`src/rtl/adc_capture_ctrl_pkg.sv`:
```
// Shared definitions for the ADC capture sequencer: state encoding, opcodes
// and status-byte layout.
package adc_capture_ctrl_pkg;

  typedef enum logic [2:0] {
    ST_IDLE = 3'd0,
    ST_ARG  = 3'd1,
    ST_CAPT = 3'd2,
    ST_FULL = 3'd3,
    ST_READ = 3'd4
  } state_e;

  localparam logic [7:0] OP_ARM    = 8'h01;
  localparam logic [7:0] OP_ABORT  = 8'h02;
  localparam logic [7:0] OP_READ   = 8'h03;
  localparam logic [7:0] OP_STATUS = 8'h04;

  localparam int STAT_BUSY_BIT = 7;
  localparam int STAT_FULL_BIT = 6;
  localparam int STAT_ERR_BIT  = 5;

  function automatic logic [7:0] status_byte(input logic busy, input logic full,
                                             input logic err, input state_e st);
    logic [7:0] s;
    s                = 8'h00;
    s[STAT_BUSY_BIT] = busy;
    s[STAT_FULL_BIT] = full;
    s[STAT_ERR_BIT]  = err;
    s[2:0]           = st;
    return s;
  endfunction

endpackage

```
`src/rtl/adc_capture_ctrl_if.sv`:
```
// SPI byte front-end, ADC bus and status flags of the capture sequencer.
interface adc_capture_ctrl_if;
  logic       frame_start;
  logic       cmd_valid;
  logic [7:0] cmd_data;
  logic       tx_ready;
  logic [7:0] tx_data;
  logic [7:0] adc_d;
  logic       busy;
  logic       full;
  logic       cmd_err;

  modport master (
    output frame_start, cmd_valid, cmd_data, tx_ready, adc_d,
    input  tx_data, busy, full, cmd_err
  );

  modport slave (
    input  frame_start, cmd_valid, cmd_data, tx_ready, adc_d,
    output tx_data, busy, full, cmd_err
  );
endinterface

```
`src/rtl/adc_capture_ctrl_capture_ram.sv`:
```
// Simple dual-port sample buffer: synchronous write, registered read,
// no reset so it maps onto block RAM.
module capture_ram #(
  parameter int DEPTH = 256,
  parameter int AW    = 8
) (
  input  logic          clk,
  input  logic          i_wr_en,
  input  logic [AW-1:0] i_wr_addr,
  input  logic [7:0]    i_wr_data,
  input  logic [AW-1:0] i_rd_addr,
  output logic [7:0]    o_rd_data
);

  logic [7:0] r_mem [DEPTH];

  always_ff @(posedge clk) begin
    if (i_wr_en) r_mem[i_wr_addr] <= i_wr_data;
    o_rd_data <= r_mem[i_rd_addr];
  end

endmodule

```
`src/rtl/adc_capture_ctrl.sv`:
```
// Command-driven capture sequencer: decimated ADC block capture into a
// buffer, streamed back over the SPI transmit byte interface on request.
//
// state | meaning
// IDLE  | no block captured or capture aborted
// ARG   | ARM seen, waiting for the decimation byte
// CAPT  | capturing samples, busy
// FULL  | buffer holds a complete block
// READ  | streaming the buffer out through tx_data
module adc_capture_ctrl
  import adc_capture_ctrl_pkg::*;
#(
  parameter int DEPTH = 256,
  parameter int AW    = 8
) (
  input logic               clk,
  input logic               rst_n,
  adc_capture_ctrl_if.slave io_bus
);

  localparam logic [AW-1:0] LAST = AW'(DEPTH - 1);

  state_e        r_state, w_state;
  logic [AW-1:0] r_wr_ptr, w_wr_ptr;
  logic [AW-1:0] r_rd_ptr, w_rd_ptr;
  logic [7:0]    r_decim, w_decim;
  logic [7:0]    r_dcnt, w_dcnt;
  logic          r_full, w_full;
  logic          r_cmd_err, w_cmd_err;
  logic          r_first, w_first;
  logic [7:0]    r_tx_data;
  logic          w_wr_en;
  logic [7:0]    w_ram_q;

  capture_ram #(.DEPTH(DEPTH), .AW(AW)) u_ram (
    .clk      (clk),
    .i_wr_en  (w_wr_en),
    .i_wr_addr(r_wr_ptr),
    .i_wr_data(io_bus.adc_d),
    .i_rd_addr(r_rd_ptr),
    .o_rd_data(w_ram_q)
  );

  // Capture and read-out advance first so a command in the same clk sees
  // the post-write state; frame_start is applied before the byte decode.
  always_comb begin
    w_state   = r_state;
    w_wr_ptr  = r_wr_ptr;
    w_rd_ptr  = r_rd_ptr;
    w_decim   = r_decim;
    w_dcnt    = r_dcnt;
    w_full    = r_full;
    w_cmd_err = r_cmd_err;
    w_first   = r_first;
    w_wr_en   = 1'b0;

    case (r_state)
      ST_CAPT: begin
        if (r_dcnt == 8'd0) begin
          w_wr_en  = 1'b1;
          w_wr_ptr = r_wr_ptr + 1'b1;
          if (r_wr_ptr == LAST) begin
            w_state = ST_FULL;
            w_full  = 1'b1;
          end
        end
        w_dcnt = (r_dcnt == r_decim) ? 8'd0 : r_dcnt + 8'd1;
      end
      ST_READ: begin
        if (io_bus.tx_ready) begin
          w_rd_ptr = r_rd_ptr + 1'b1;
          if (r_rd_ptr == LAST) w_state = ST_FULL;
        end
      end
      default: ;
    endcase

    if (io_bus.frame_start) begin
      w_first = 1'b1;
      if (w_state == ST_ARG)       w_state = ST_IDLE;
      else if (w_state == ST_READ) w_state = ST_FULL;
    end

    if (io_bus.cmd_valid) begin
      if (w_first) begin
        w_first = 1'b0;
        case (io_bus.cmd_data)
          OP_ARM:    w_state = ST_ARG;
          OP_ABORT: begin
            w_state  = ST_IDLE;
            w_full   = 1'b0;
            w_wr_ptr = '0;
            w_rd_ptr = '0;
            w_dcnt   = 8'd0;
          end
          OP_READ: begin
            if (w_state == ST_FULL) begin
              w_state  = ST_READ;
              w_rd_ptr = '0;
            end else begin
              w_cmd_err = 1'b1;
            end
          end
          OP_STATUS: ;
          default:   w_cmd_err = 1'b1;
        endcase
      end else if (w_state == ST_ARG) begin
        w_decim   = io_bus.cmd_data;
        w_cmd_err = 1'b0;
        w_full    = 1'b0;
        w_wr_ptr  = '0;
        w_dcnt    = 8'd0;
        w_state   = ST_CAPT;
      end
    end
  end

  always_ff @(posedge clk or negedge rst_n) begin
    if (!rst_n) begin
      r_state   <= ST_IDLE;
      r_wr_ptr  <= '0;
      r_rd_ptr  <= '0;
      r_decim   <= 8'd0;
      r_dcnt    <= 8'd0;
      r_full    <= 1'b0;
      r_cmd_err <= 1'b0;
      r_first   <= 1'b0;
      r_tx_data <= 8'h00;
    end else begin
      r_state   <= w_state;
      r_wr_ptr  <= w_wr_ptr;
      r_rd_ptr  <= w_rd_ptr;
      r_decim   <= w_decim;
      r_dcnt    <= w_dcnt;
      r_full    <= w_full;
      r_cmd_err <= w_cmd_err;
      r_first   <= w_first;
      r_tx_data <= (w_state == ST_READ) ? w_ram_q
                 : status_byte(w_state == ST_CAPT, w_full, w_cmd_err, w_state);
    end
  end

  assign io_bus.tx_data = r_tx_data;
  assign io_bus.busy    = (r_state == ST_CAPT);
  assign io_bus.full    = r_full;
  assign io_bus.cmd_err = r_cmd_err;

endmodule

```
`src/flat_wrapper.sv`:
```
// flat-port wrapper written by rule: the top's interface ports become plain ports
module adc_capture_ctrl_flat import adc_capture_ctrl_pkg::*;
#(
  parameter int DEPTH = 256,
  parameter int AW    = 8
)
  (clk, rst_n, io_bus_frame_start, io_bus_cmd_valid, io_bus_cmd_data, io_bus_tx_ready, io_bus_adc_d, io_bus_tx_data, io_bus_busy, io_bus_full, io_bus_cmd_err);
  adc_capture_ctrl_if io_bus_i ();
  input logic clk;
  input logic rst_n;
  input wire logic [$bits(io_bus_i.frame_start)-1:0] io_bus_frame_start;
  input wire logic [$bits(io_bus_i.cmd_valid)-1:0] io_bus_cmd_valid;
  input wire logic [$bits(io_bus_i.cmd_data)-1:0] io_bus_cmd_data;
  input wire logic [$bits(io_bus_i.tx_ready)-1:0] io_bus_tx_ready;
  input wire logic [$bits(io_bus_i.adc_d)-1:0] io_bus_adc_d;
  output wire logic [$bits(io_bus_i.tx_data)-1:0] io_bus_tx_data;
  output wire logic [$bits(io_bus_i.busy)-1:0] io_bus_busy;
  output wire logic [$bits(io_bus_i.full)-1:0] io_bus_full;
  output wire logic [$bits(io_bus_i.cmd_err)-1:0] io_bus_cmd_err;
  assign io_bus_i.frame_start = io_bus_frame_start;
  assign io_bus_i.cmd_valid = io_bus_cmd_valid;
  assign io_bus_i.cmd_data = io_bus_cmd_data;
  assign io_bus_i.tx_ready = io_bus_tx_ready;
  assign io_bus_i.adc_d = io_bus_adc_d;
  assign io_bus_tx_data = io_bus_i.tx_data;
  assign io_bus_busy = io_bus_i.busy;
  assign io_bus_full = io_bus_i.full;
  assign io_bus_cmd_err = io_bus_i.cmd_err;
  adc_capture_ctrl #(.DEPTH(DEPTH), .AW(AW)) u_core (.clk(clk), .rst_n(rst_n), .io_bus(io_bus_i));
endmodule
```
`config.mk`:
```
export PLATFORM = sky130hd
export DESIGN_NAME = adc_capture_ctrl_flat
export DESIGN_NICKNAME = d
export VERILOG_FILES = /design/src/rtl/adc_capture_ctrl_pkg.sv /design/src/rtl/adc_capture_ctrl_if.sv /design/src/rtl/adc_capture_ctrl_capture_ram.sv /design/src/rtl/adc_capture_ctrl.sv /design/src/flat_wrapper.sv
export SDC_FILE = /design/constraint.sdc
export NUM_CORES = 2
export LEC_CHECK = 0
export BUFFER_PORTS_ARGS = -buffer_cell sky130_fd_sc_hd__buf_4
export CORE_MARGIN = 1
export CORE_UTILIZATION = 55
export CTS_CLUSTER_DIAMETER = 80
export DETAILED_ROUTE_END_ITERATION = 12
export PLACE_DENSITY = 0.79
export SETUP_SLACK_MARGIN = 0.02
export SYNTH_ARGS = -nofsm -noshare
export SYNTH_HDL_FRONTEND = slang
export SYNTH_SLANG_ARGS = --single-unit
```
`constraint.sdc`:
```
create_clock -name clk -period 5.4 [get_ports clk]
set_clock_uncertainty 0.1 [all_clocks]
set_input_delay 0.54 -clock clk [delete_from_list [all_inputs] [get_ports clk]]
set_output_delay 0.54 -clock clk [all_outputs]
set_load 0.01 [all_outputs]
```
* Word-level counts from Yosys, hierarchy flattened
Memories as Yosys holds them, arrays and structs flattened. A register that Yosys moved wholly into a read port is not among the register bits.
Index checks and enable logic that the tools add are counted.
** Operators by class
- Mux-type cells :: 50
- Reduce and logical (&&, ||, !) cells :: 3
- Equal/unequal tests :: 15
- Bitwise gates (word level) :: 1
- Add/sub/neg operators :: 3
** Operator list (number)
- 2-to-1 mux 8 bit :: 18
- 2-to-1 mux 3 bit :: 11
- adder 8 x 1 -> 8 bit (second input constant) :: 3
- 2-to-1 mux 1 bit :: 17
- == test 8 x 2 -> 1 bit (second input constant) :: 2
- == test 8 bit (second input constant) :: 2
- case mux 8 bit (2 select lines) :: 1
- == test 3 x 2 -> 1 bit (second input constant) :: 3
- == test 3 bit (second input constant) :: 3
- case mux 3 bit (3 select lines) :: 1
- == test 8 x 1 -> 1 bit (second input constant) :: 1
- == test 8 x 3 -> 1 bit (second input constant) :: 1
- == test 8 bit :: 1
- zero test 8 bit :: 1
- == test 3 x 1 -> 1 bit (second input constant) :: 2
- case mux 3 bit (2 select lines) :: 1
- AND reduction 3 bit :: 1
- OR reduction 3 bit :: 1
- case mux 1 bit (2 select lines) :: 1
- NOT 1 bit :: 1
** Word-level totals
- Output and inout bits :: 11
- Memories kept :: 1
- Memory bits (writable) :: 2048
- Flip-flop bits (word level) :: 46
** Memory list
- u_core.u_ram.r_mem :: depth 256, width 8, rd ports 1, clocked after Yosys merged registers in 1, write ports 1, line adc_capture_ctrl_capture_ram.sv:15 : logic [7:0] r_mem [DEPTH];

* Depth between registers and ports, before layout
- Depth in word-level cells :: 15
- Depth in mapped cells :: 14

* Hierarchy
Synthesis repeated with hierarchy kept, for this count alone.
** Second synthesis, totals
- Cells, all modules :: 3954
- Area, all modules :: 81941.1 µm²
** Modules (own cells, without submodules)
- capture_ram :: times used 1, area each 79556.3 µm², cells each 3733, sequential area each 61659.1 µm²
- adc_capture_ctrl :: times used 1, area each 2384.8 µm², cells each 221, sequential area each 1151.1 µm²

* Worst setup path after synthesis
OpenSTA, ideal clock, no wires.
- Path kind :: register to register
- From :: reg u_core.r_dcnt[0]
- To :: mem u_core.u_ram.r_mem[220][0], enable pin
- Clock period less this slack :: 2.765 ns
- Path buffers :: 3
- Setup time :: 0.370 ns
- Data arrival time :: 2.295 ns
- Path slack :: 2.635 ns
- Required time :: 4.930 ns
- Cell stages (with the launch flop) :: 10
- Path through :: dfrtp_1 inv_1 ha_1 nor4b_1 and3_1 clkbuf_2 clkbuf_1 nand3_1 clkbuf_1 nor2_1
** Between the ends
- Longest elaborated chain between the ends :: 5
** RTL lines
- start: declaration :: line adc_capture_ctrl.sv:27 : logic [7:0] r_dcnt, w_dcnt;
- start signal: assignment :: line adc_capture_ctrl.sv:134 : r_dcnt <= w_dcnt;
- zero test 8 bit :: line adc_capture_ctrl.sv:59 : if (r_dcnt == 8'd0) begin
- 2-to-1 mux 1 bit :: line adc_capture_ctrl.sv:59
- 2-to-1 mux 1 bit :: line adc_capture_ctrl.sv:57 : case (r_state)
- 2-to-1 mux 1 bit :: line adc_capture_ctrl_capture_ram.sv:18 : if (i_wr_en) r_mem[i_wr_addr] <= i_wr_data;
- 2-to-1 mux 1 bit (not written as such) :: line adc_capture_ctrl_capture_ram.sv:18
- end: declaration :: line adc_capture_ctrl_capture_ram.sv:15
No other way between the ends.

==> key figures <==
Worst setup path
  • Setup CP Type: register to register
  • Most frequent CP cell: nand2_1
  • Slowest cell on the critical path: dfrtp_4
  • CP required: 6.00 ns
  • Slowest cell delay on critical path: 1.15 ns
  • Critical Path Source: u_core.r_rd_ptr[1]
  • CP Max Fanout: 54
  • Critical path cell sequence: and2_1 > buf_4 > nand2_1 > a32o_1 > nand2_1 > a32oi_1 > a2111oi_1 > o32ai_1
  • CP arrival: 5.20 ns
  • Worst path depth: 8
  • Critical path buffers and inverters: 1
  • Setup crit end kind: register
  • FF-to-FF path depth: 8
  • RR Startpoint: u_core.r_rd_ptr[1]
  • Largest delay share family, worst path: compound AO/OA/AOI/OAI gates
  • Worst setup SP type: register

Global route
  • Antenna violations before repair: 6
  • First-pass GRT wire length: 304000 um
  • Grt ovf: 0
  • Gr usage total: 28.47%
  • Largest net degree at the start of global routing: 148
  • Number of global-route vias before repair: 42240

Clock network
  • Worst-case clock buffer depth: 3
  • H-Tree Depth: 4
  • CTS resizes: 0
  • Worst-path clk slew: 0.07 ns
  • Cts hold-fix bufs: 11
  • Setup bufs post-CTS: 0
  • Root Buffer: clkbuf_16
  • Clk_lat worst skew: 0.86 ns
  • Inserted Clock Buffers: 198
  • CTS tree: done
  • Sink Count: 2102

Timing
  • Min Tclk post-route: 4.597 ns
  • Worst hold slack: 0.1217 ns
  • Max-slew headroom at the worst pin: 5.384%
  • Fin. Hold Viols: 0
  • Final setup fails: 0
  • Final Max Tran Viols: 0
  • RSZ-0062 raised after global routing: false
  • Fmax: 0.2176 GHz
  • Final TNS setup: 0 ns
  • Worst Tran Pin Value: 1.416 ns
  • Final worst-path cycle share: 85.12%

Floorplan
  • # rows: 141
  • Die footprint: 150600 um^2
  • Die Height: 388.1 um
  • Starting Density: 55.47%
  • Core box area: 147800 um^2
  • Die span in x: 388.1 um
  • Io pins: 32

Drt
  • Residual DRC count: 0
  • Initial DRC Count: 7095
  • Mean number of vias per cell: 6.943
  • Avg WL per Cell: 35.08 um
  • Routed Antenna Nets: 0
  • Total wire length: 213400 um
  • TritonRoute pass-1 iters: 8
  • Vias: 42250

Layout
  • Design Area, Final: 91260 um^2
  • Fraction of layout cells with a size suffix above 1: 24.34%
  • Synth-to-Final Area Change: 11.28%
  • Fin nets: 4020

Synthesis
  • Cell Area, Synth: 82000 um^2
  • Yosys warns: 0
  • Ys flop type: edfxtp_1
  • Yosys cell types: 78
  • Number of synthesized register bits: 2102
  • Synth Area per Inst: 21.22 um^2
  • Net count after synthesis: 3892
  • Most frequent cell after synthesis: edfxtp_1
  • Sequential share of the synthesized area: 76.59%
  • Share of the synthesized area in the top cell type: 74.99%
  • Synth top area cells: edfxtp_1 75%, mux4_2 14%, mux2i_1 1.6%
  • Synth top cells by count: 2048 x edfxtp_1, 515 x mux4_2, 322 x nor2_1
  • EDFF count, synth: 2048
  • Async SR Flop Fraction: 2.188%
  • Post-synth top area cell: edfxtp_1
  • Post-Synthesis Cells: 3864

Placed design
  • Gpl congestion: 0.8899
  • IO Port Bufs: 31
  • Final HPWL DP: 126200 um
  • Post-Place Cell Area: 84640 um^2

Hold path
  • Hold path cells: 4
  • HP Start: io_bus_frame_start
  • Hold crit path type: primary input to register

Power
  • PwrDens: 379.3 nW/um^2
  • Leak Pwr: 27.42 nW
  • Max VDD drop: 0.4237 mV

Job
  • Max-cap check violation count: 0

Outcome
  • Status: complete, no violations
-- stage by stage --
| step | utilization (%) | instances | worst slack [ns] | power, mW |
|---|---|---|---|---|
| after floorplan | - | 3864 | 2.635 | 19.81 |
| after global placement | 57.25 | 5711 | 0.8878 | 20.80 |
| after detailed placement | 57.25 | 5711 | 0.8669 | 20.84 |
| after CTS | 61.72 | 6084 | 0.8717 | 34.58 |
| after global routing | 61.72 | 6084 | 0.9706 | 35.29 |
| final | 61.73 | 6085 | 0.8035 | 34.61 |
-- routing by layer --
metal,GRT usage [%],vias up,part of all wire [%]
li1,-,16290,-
met1,37.92,21680,34
met2,43.85,3579,47
met3,7.623,683,13
met4,14.13,14,5.9
met5,0.1914,-,0.053
-- flip-flops by register name, indices dropped and copies added, names as in the netlist --
| register | flops |
|---|---|
| u_core.u_ram.r_mem | 2048 |
| u_core.io_bus.tx_data | 8 |
| u_core.r_dcnt | 8 |
| u_core.r_decim | 8 |
| u_core.r_rd_ptr | 8 |
| u_core.r_wr_ptr | 8 |
| u_core.u_ram.o_rd_data | 8 |
| u_core.r_state | 3 |
| u_core.io_bus.cmd_err | 1 |
| u_core.io_bus.full | 1 |
| u_core.r_first | 1 |
-- area by class of cell --
class	instances	area (um^2)
Sequential cell	2102	62830
Fill cell	9493	56580
Multi-Input combinational cell	1526	17990
Clock buffer	244	5189
Tap cell	1930	2415
Timing Repair Buffer	154	1484
Clock inverter	118	1310
Inverter	10	37.54
Antenna cell	1	2.502
-- worst paths after layout --
kind                                        endpoint  slack [ns]
max in group asynchronous         u_core.r_rd_ptr[3]        4.55
min                                u_core.r_state[0]        0.12
min reg2reg                 u_core.io_bus.tx_data[3]        0.34
max reg2reg                u_core.u_ram.o_rd_data[7]        0.80
min in group asynchronous   u_core.io_bus.tx_data[6]        0.15
max                        u_core.u_ram.o_rd_data[7]        0.80
-- worst register-to-register path, cell delays in order (launching register included) --
cell,delay (ns)
dfrtp_4,1.15
and2_1,0.93
buf_4,0.40
nand2_1,0.15
a32o_1,0.29
nand2_1,0.11
a32oi_1,0.13
a2111oi_1,1.01
o32ai_1,0.18
-- cells in the final DEF (no fill, tap or decap), types with 7 or more instances in the layout --
master and count:
edfxtp_1 2048, mux4_2 515, nor2_1 320, clkbuf_16 199, mux2i_1 130, buf_4 115
nand2_1 103, a21oi_1 44, clkbuf_1 41, dfrtp_1 41, clkinv_2 40, a22oi_1 36
a221oi_1 31, clkinv_1 31, a22o_1 27, o21ai_0 23, o22ai_1 23, nand3_1 20
xor2_1 20, buf_12 20, bufinv_16 19, nor2b_1 16, nand3_2 16, a211oi_1 15
mux2_2 15, nand4_1 14, and3_1 13, clkbuf_8 12, dlygate4sd3_1 11, and2_1 10
nor3_1 9, xnor2_1 9, inv_1 8, a31oi_1 8, dfxtp_1 8, o211ai_1 7
o21ai_1 7, ha_1 7
-- power breakdown --
group          leakage (nW)  total [mW]  internal [mW]  switching [mW]
clock network          3.17        14.0           7.80            6.22
registers              19.0        18.3           18.1           0.204
logic                  5.22        2.33          0.787            1.55
total                  27.4        34.6           26.6            7.97
-- cells by family (layout without fill, tap and decap cells) --
kind of cell	count (synthesis)	count (layout)	share of synthesized area (%)
adders and majority gates	7	7	0.1068
xor gates and xnor gates	29	29	0.3097
muxes	662	662	15.97
and+or+nand+nor	556	556	2.949
AOI/OAI and AO/OA	272	272	2.463
DFF	2102	2102	76.59
other	0	1	0
buffers and inverters	236	526	1.605
No activity file was read; power rests on OpenSTA's default activity.
